File: src/rtl/mem_access_stage_if.sv
// Data-memory bus between the MEM stage (master) and the data memory (slave).
// The request and its address/data are held until the one-cycle ack strobe.
interface mem_access_stage_if #(
    parameter int DATA_W = 32
);
    logic              req;
    logic              we;
    logic [DATA_W-1:0] addr;
    logic [DATA_W-1:0] wdata;
    logic              ack;
    logic [DATA_W-1:0] rdata;

    modport master (
        output req,
        output we,
        output addr,
        output wdata,
        input  ack,
        input  rdata
    );

    modport slave (
        input  req,
        input  we,
        input  addr,
        input  wdata,
        output ack,
        output rdata
    );
endinterface

File: src/rtl/mem_access_stage.sv
// MEM pipeline stage: issues loads/stores over a req/ack bus and stalls the front of the pipe.
// Optional feature macro MEM_TIMEOUT_EN: abort an access after TIMEOUT cycles and raise sticky err_o.
module mem_access_stage #(
    parameter int DATA_W  = 32,
    parameter int TIMEOUT = 16
) (
    input  logic               clk_i,
    input  logic               rst_i,

    input  logic               RegWrite_i,
    input  logic               MemToReg_i,
    input  logic               MemRead_i,
    input  logic               MemWrite_i,
    input  logic [DATA_W-1:0]  ALUres_i,
    input  logic [DATA_W-1:0]  WriteData_i,
    input  logic [4:0]         RegisterRd_i,

    mem_access_stage_if.master mem,

    output logic               stall_o,
    output logic               RegWrite_o,
    output logic               MemToReg_o,
    output logic [DATA_W-1:0]  ALUres_o,
    output logic [DATA_W-1:0]  ReadData_o,
    output logic [4:0]         RegisterRd_o,
    output logic               err_o
);

    if (TIMEOUT < 2) begin : g_bad_timeout
        $error("mem_access_stage: TIMEOUT must be >= 2");
    end

    typedef enum logic [1:0] {
        ST_IDLE   = 2'd0,
        ST_ACCESS = 2'd1,
        ST_DONE   = 2'd2
    } state_t;

    state_t            state_q, state_d;
    logic [DATA_W-1:0] rdata_q, rdata_d;
    logic              mem_op;
    logic              is_load;
    logic              stall_raw;
    logic              req_raw;

`ifdef MEM_TIMEOUT_EN
    localparam int CNT_W = $clog2(TIMEOUT + 1);
    localparam logic [CNT_W-1:0] CNT_LAST = CNT_W'(TIMEOUT - 1);

    logic [CNT_W-1:0]  wait_cnt_q, wait_cnt_d;
    logic              err_q, err_d;
`endif

    assign mem_op  = MemRead_i | MemWrite_i;
    // A store wins when both Mem flags are set, so only a pure read captures data.
    assign is_load = MemRead_i & ~MemWrite_i;

    always_ff @(posedge clk_i or negedge rst_i) begin
        if (!rst_i) begin
            state_q <= ST_IDLE;
            rdata_q <= '0;
        end else begin
            state_q <= state_d;
            rdata_q <= rdata_d;
        end
    end

`ifdef MEM_TIMEOUT_EN
    always_ff @(posedge clk_i or negedge rst_i) begin
        if (!rst_i) begin
            wait_cnt_q <= '0;
            err_q      <= 1'b0;
        end else begin
            wait_cnt_q <= wait_cnt_d;
            err_q      <= err_d;
        end
    end

    // Counts ACCESS cycles; held at zero everywhere else so it is clear on entry.
    always_comb begin
        wait_cnt_d = '0;
        if (state_q == ST_ACCESS) begin
            wait_cnt_d = wait_cnt_q + 1'b1;
        end
    end
`endif

    always_comb begin
        state_d   = state_q;
        rdata_d   = rdata_q;
        stall_raw = 1'b0;
        req_raw   = 1'b0;
`ifdef MEM_TIMEOUT_EN
        err_d     = err_q;
`endif
        case (state_q)
            ST_IDLE: begin
                if (mem_op) begin
                    stall_raw = 1'b1;
                    state_d   = ST_ACCESS;
                end
            end
            ST_ACCESS: begin
                stall_raw = 1'b1;
                req_raw   = 1'b1;
                if (mem.ack) begin
                    state_d = ST_DONE;
                    if (is_load) begin
                        rdata_d = mem.rdata;
                    end
                end
`ifdef MEM_TIMEOUT_EN
                else if (wait_cnt_q == CNT_LAST) begin
                    state_d = ST_DONE;
                    rdata_d = DATA_W'(32'hDEADBEEF);
                    err_d   = 1'b1;
                end
`endif
            end
            // DONE lets EX/MEM advance; it never starts a new access itself.
            ST_DONE: begin
                state_d = ST_IDLE;
            end
            default: begin
                state_d = ST_IDLE;
            end
        endcase
    end

    // Reset gates the stall so the pipeline is released immediately, even mid-access.
    assign stall_o      = stall_raw & rst_i;
    assign mem.req      = req_raw & rst_i;
    assign mem.we       = MemWrite_i;
    assign mem.addr     = ALUres_i;
    assign mem.wdata    = WriteData_i;

    assign RegWrite_o   = RegWrite_i & ~stall_o;
    assign MemToReg_o   = MemToReg_i;
    assign ALUres_o     = ALUres_i;
    assign RegisterRd_o = RegisterRd_i;
    assign ReadData_o   = rdata_q;

`ifdef MEM_TIMEOUT_EN
    assign err_o = err_q;
`else
    assign err_o = 1'b0;
`endif

endmodule

File: src/flat_wrapper.sv
// flat-port wrapper written by rule: the top's interface ports become plain ports
module mem_access_stage_flat 
#(
    parameter int DATA_W  = 32,
    parameter int TIMEOUT = 16
)
  (clk_i, rst_i, RegWrite_i, MemToReg_i, MemRead_i, MemWrite_i, ALUres_i, WriteData_i, RegisterRd_i, stall_o, RegWrite_o, MemToReg_o, ALUres_o, ReadData_o, RegisterRd_o, err_o, mem_req, mem_we, mem_addr, mem_wdata, mem_ack, mem_rdata);
  mem_access_stage_if #(.DATA_W(DATA_W)) mem_i ();
  input  logic clk_i;
  input  logic rst_i;
  input  logic RegWrite_i;
  input  logic MemToReg_i;
  input  logic MemRead_i;
  input  logic MemWrite_i;
  input  logic [DATA_W-1:0] ALUres_i;
  input  logic [DATA_W-1:0] WriteData_i;
  input  logic [4:0] RegisterRd_i;
  output logic stall_o;
  output logic RegWrite_o;
  output logic MemToReg_o;
  output logic [DATA_W-1:0] ALUres_o;
  output logic [DATA_W-1:0] ReadData_o;
  output logic [4:0] RegisterRd_o;
  output logic err_o;
  output wire logic [$bits(mem_i.req)-1:0] mem_req;
  output wire logic [$bits(mem_i.we)-1:0] mem_we;
  output wire logic [$bits(mem_i.addr)-1:0] mem_addr;
  output wire logic [$bits(mem_i.wdata)-1:0] mem_wdata;
  input wire logic [$bits(mem_i.ack)-1:0] mem_ack;
  input wire logic [$bits(mem_i.rdata)-1:0] mem_rdata;
  assign mem_req = mem_i.req;
  assign mem_we = mem_i.we;
  assign mem_addr = mem_i.addr;
  assign mem_wdata = mem_i.wdata;
  assign mem_i.ack = mem_ack;
  assign mem_i.rdata = mem_rdata;
  mem_access_stage #(.DATA_W(DATA_W), .TIMEOUT(TIMEOUT)) u_core (.clk_i(clk_i), .rst_i(rst_i), .RegWrite_i(RegWrite_i), .MemToReg_i(MemToReg_i), .MemRead_i(MemRead_i), .MemWrite_i(MemWrite_i), .ALUres_i(ALUres_i), .WriteData_i(WriteData_i), .RegisterRd_i(RegisterRd_i), .mem(mem_i), .stall_o(stall_o), .RegWrite_o(RegWrite_o), .MemToReg_o(MemToReg_o), .ALUres_o(ALUres_o), .ReadData_o(ReadData_o), .RegisterRd_o(RegisterRd_o), .err_o(err_o));
endmodule
File: config.mk
export PLATFORM = sky130hd
export DESIGN_NAME = mem_access_stage_flat
export DESIGN_NICKNAME = d
export VERILOG_FILES = /design/src/rtl/mem_access_stage_if.sv /design/src/rtl/mem_access_stage.sv /design/src/flat_wrapper.sv
export SDC_FILE = /design/constraint.sdc
export NUM_CORES = 1
export LEC_CHECK = 0
export CORE_ASPECT_RATIO = 0.8
export CORE_MARGIN = 1.5
export CORE_UTILIZATION = 26
export CTS_BUF_LIST = sky130_fd_sc_hd__clkbuf_8
export CTS_CLUSTER_DIAMETER = 50
export DETAILED_ROUTE_END_ITERATION = 10
export MAX_ROUTING_LAYER = met4
export PLACE_DENSITY = 0.8
export SLEW_MARGIN = 20
export SYNTH_ARGS = -nofsm -noshare
export SYNTH_HDL_FRONTEND = slang
export SYNTH_SLANG_ARGS = --single-unit
File: constraint.sdc
create_clock -name clk_i -period 1.5 [get_ports clk_i]
set_input_delay 0.3 -clock clk_i [delete_from_list [all_inputs] [get_ports clk_i]]
set_output_delay 0.3 -clock clk_i [all_outputs]
set_load 0.03 [all_outputs]
# Yosys cells after proc, flatten, opt, wreduce, memory -nomap -nowiden

Index checks and enable logic that the tools add are counted.
Widths: inputs -> output; s select.

Bits in registers: 34
Bits in latches: 0
RAM bits: 0
Memory bits (read-only): 0
Bits of input ports: 108
Logic and storage cells: 21
Memories kept: 0

Add/subtract/negate cells: 0
Multipliers: 0
Div/mod/pow operators: 0
Order comparisons: 0
Equal/unequal tests: 3
Shift-type cells: 0
Mux-type cells: 6
Bitwise logic cells: 7
Reductions and logical operators: 3

Operator list:

| operator           | count |
|---|---|
| $and 1x1->1        | 4 |
| $mux 2             | 2 |
| $pmux 2 s2         | 1 |
| $reduce_and 3->1   | 1 |
| $eq 2x1->1 const B | 1 |
| $logic_not 2->1    | 1 |
| $mux 1             | 2 |
| $ne 2x1->1 const B | 1 |
| $ne 2x2->1 const B | 1 |
| $not 1->1          | 2 |
| $pmux 1 s2         | 1 |
| $reduce_and 2->1   | 1 |
| $or 1x1->1         | 1 |

# Logic depth before layout (Yosys ltp)

Depth after elaboration: 6
Mapped depth: 5
Mapped depth without buffers: 3

# Worst setup path after synthesis

Ideal clock, no wire load.

Path type: register to output
From: register u_core.state_q[0]
To: output port RegWrite_o
Arrival: 1343 ps
Setup slack: -143 ps
Cell stages (with the launch flop): 4
Path buffers: 0
Cells stage by stage: dfrtp_1 -> nor3_1 -> nor2_1 -> a21boi_0

Cells in the longest elaborated chain, start to end: 5

Ends and longest elaborated chain:

| item                                          | line                    | RTL |
|---|---|---|
| start: declaration                            | mem_access_stage.sv:39  | `state_t state_q, state_d;` |
| start signal: assignment                      | mem_access_stage.sv:63  | `state_q <= state_d;` |
| $eq 2x1->1 or $logic_not 2->1 (tied branches) | mem_access_stage.sv:96  | `case (state_q)` |
| $pmux 1 s2 (*)                                | mem_access_stage.sv:96  |  |
| $and 1x1->1 (*)                               | mem_access_stage.sv:131 | `assign stall_o = stall_raw & rst_i;` |
| $not 1->1 (*)                                 | mem_access_stage.sv:137 | `assign RegWrite_o = RegWrite_i & ~stall_o;` |
| $and 1x1->1 (*)                               | mem_access_stage.sv:137 |  |
| end: declaration                              | flat_wrapper.sv:19      | `output logic RegWrite_o;` |

Every way passes the cells marked *; elsewhere a longest branch is shown, timed or not.

# Final worst setup path

From: register u_core.state_q[1]
To: register u_core.rdata_q[16] (netlist: u_core.ReadData_o[16])

Cells in the longest elaborated chain, start to end: 2

Ends and longest elaborated chain:

| item                              | line                   | RTL |
|---|---|---|
| $eq 2x1->1                        | mem_access_stage.sv:96 |  |
| $reduce_and 3->1 (no source line) | --                     |  |
| end signal: assignment            | mem_access_stage.sv:64 | `rdata_q <= rdata_d;` |
| end: declaration                  | mem_access_stage.sv:40 | `logic [DATA_W-1:0] rdata_q, rdata_d;` |

No other way between the ends.
A chain may end at the register's enable or synchronous reset.

==> reports/qor.txt <==
Wirelength per Cell: 15.08 um
Req. time, crit path: 1.66 ns
GPL Wtd Cong: 0.6434
total number of vias: 1087
Remaining DRCs: 0
# setup viols final: 34
grt met2 use: 14.22%
leading cell types by count after synthesis: buf_4, dfrtp_1, mux2_4
post-synthesis sequential area ratio: 38.03%
post-synth top area share: 38.03%
initial core utilization: 26.61%
Worst Setup End Kind: flip-flop
pin count of the biggest net entering global routing: 31
fin area: 0.002462 mm2
routed wire length: 4.237 mm
Core Rows: 30
Clock Path Buffers: 2
internal power of the cells: 2827 uW
Mean Syn Cell Area: 12.22 um2
GR met1 Demand/Resource: 10.64%
run status: finished with violations
Final ANT Viol Nets: 0
post-route minimum period: 1.574 ns
core area: 0.008408 mm2
final setup TNS: -1.737 ns
Worst-Skew Late Latency: 0.28 ns
RSZ-0062 raised after global routing: yes
clk sinks: 34
placed cell areas: 0.002300 mm2
area of the die: 0.009173 mm2
cts bufs inserted: 5
Die X: 106.7 um
Post-synth EDFFs: 0
Via density: 3.868
post-synth net total: 291
Post-synth ARST share: 100.0%
Sw Share: 40.23%
clock share of power: 13.5%
largest cells by area after synthesis: dfrtp_1, buf_4, mux2_4
crit-path max FO: 9
area of the mapped netlist: 0.002237 mm2
initial antenna violation count: 0
Comb pwr share: 52.4%
Final WS setup: -0.07374 ns
layout cells sized above 1: 36.69%
cell accounting for the most synthesized area: dfrtp_1
Root Driver: clkbuf_8
part of the power in registers: 34.1%
GR Util met3: 4.483%
PortBufs: 73
Worst path slowest cell: dfrtp_1
# H-tree levels: 2
Worst setup SP type: flip-flop
worst min path class: in2async
Synth Register Bits: 34
clk_skew: 0.006786 ns
DR iter-0 viols: 12
Worst-path clk slew: 0.07 ns
max-slew violation count: 0
PwrDens: 1920 mW/mm2
crit path cell chain: and3b_1 > and3b_2 > buf_4 > mux2_4
Final Cycle Share: 104.9%
WS Path Type: reg2reg
Synth Warn #: 0
Switch Pwr: 1902 uW
die height: 85.97 um
top-count cell post-synth: buf_4
busiest layer in global routing: met2
first drt pass iteration count: 2
grt ovf: 0
Mapped Cells: 183
GRT Util Overall: 9.567%
critical path's largest stage delay: 0.39 ns
max-cap viol count: 0
first-pass GRT wire length: 6.444 mm
Cell variety after synth: 14
hpwl dp: 2.892 mm
VDD IR max: 0.0006994 V
n_diodes: 0
Post-Place Setup Slack: -0.4185 ns
leakage: 0.001142 uW
fin util: 29.29%
nets: 277
I/O pin total: 247
fmax: 635.4 MHz
top_reg_cell synth: dfrtp_1
Synth-to-Final Area Change: 10.07%
Worst EP arrival: 1.74 ns
via count of the first global-routing pass: 1217
Hold Vio Cnt, Final: 0
CTS tree: done
failing checks: negative setup slack
worst max-delay path: cells and delay by family, from the launching register on:
family	cells	cell delay [ns]
simple gates	2	0.51
flops	1	0.39
mux	1	0.31
buf+inv	1	0.24
per-layer routing:
layer,part of all wire (%),up-vias
met5,0,-
met4,2.0,0
met3,12,16
met2,45,82
met1,42,540
li1,-,449
timing repair:
item	in CTS	in global routing
endpoints found under the setup margin	64	35
pin swaps	4	0
hold buffers	1	0
setup buffers	3	3
gates resized for setup	42	4
endpoints found under the hold margin	4	0
gates cloned	2	0
cells in the final DEF (no fill, tap or decap):
cell type	count
dlygate4sd2_1	35
dfrtp_1	34
clkdlybuf4s50_1	33
mux2_4	32
buf_4	10
clkbuf_8	5
buf_6	4
and3b_2	2
clkinv_2	2
buf_12	2
nor3_2	1
nor2_2	1
and2_4	1
a21boi_1	1
and3b_1	1
a211oi_1	1
conb_1	1
buf_16	1
dlygate4sd3_1	1
buf_2	1
registers in the layout, indices dropped and copies added (netlist names):
register / cells
u_core.ReadData_o: 32
u_core.state_q: 2
final timing paths:
check / to / depth (start not counted) / from / slack, ns
hold reg to reg: u_core.ReadData_o[2] / 1 / u_core.ReadData_o[2] / 0.51
setup reg to reg: u_core.ReadData_o[16] / 4 / u_core.state_q[1] / -0.07
hold / removal: u_core.ReadData_o[10] / 2 / rst_i / 0.12
max in group asynchronous: u_core.state_q[0] / 2 / rst_i / 0.81
setup / recovery: u_core.ReadData_o[16] / 4 / u_core.state_q[1] / -0.07
min in group clk_i: u_core.state_q[0] / 2 / mem_ack / 0.35
layout make-up:
class / count / area, um2
clock buffers: 5 / 68.82
clock inverters: 2 / 10.01
fillers: 892 / 5946
multi-input cells: 41 / 553.0
flip-flops and latches: 34 / 850.8
well taps: 112 / 140.1
repair buffers: 87 / 839.6
power by group through the flow:
stage	logic [uW]	registers (uW)	clock network, uW
after floorplan	1230	2500	0
after global placement	2690	1630	0
after detailed placement	2730	1630	0
after CTS	2490	1620	675
after global routing	2600	1670	710
final	2480	1610	640
kinds of logic (layout without fill, tap and decap cells):
family	after synthesis	in the layout	share of synthesized area, %
other	1	1	0.1676
multiplexers	32	32	21.14
AO/OA/AOI/OAI	2	2	0.6714
flip-flops	34	34	38.03
AND/OR/NAND/NOR	6	6	1.902
buffers and inverters	108	94	38.09
through the flow:
stage | hold WS [ns] | cells | total power, uW
after global placement | 0.1566 | 266 | 4323
after detailed placement | 0.1577 | 266 | 4366
final | 0.1245 | 281 | 4729
after CTS | 0.1342 | 279 | 4778
after global routing | 0.1676 | 281 | 4980
after floorplan | 0.004409 | 183 | 3723
No activity file was read; power rests on OpenSTA's default activity.
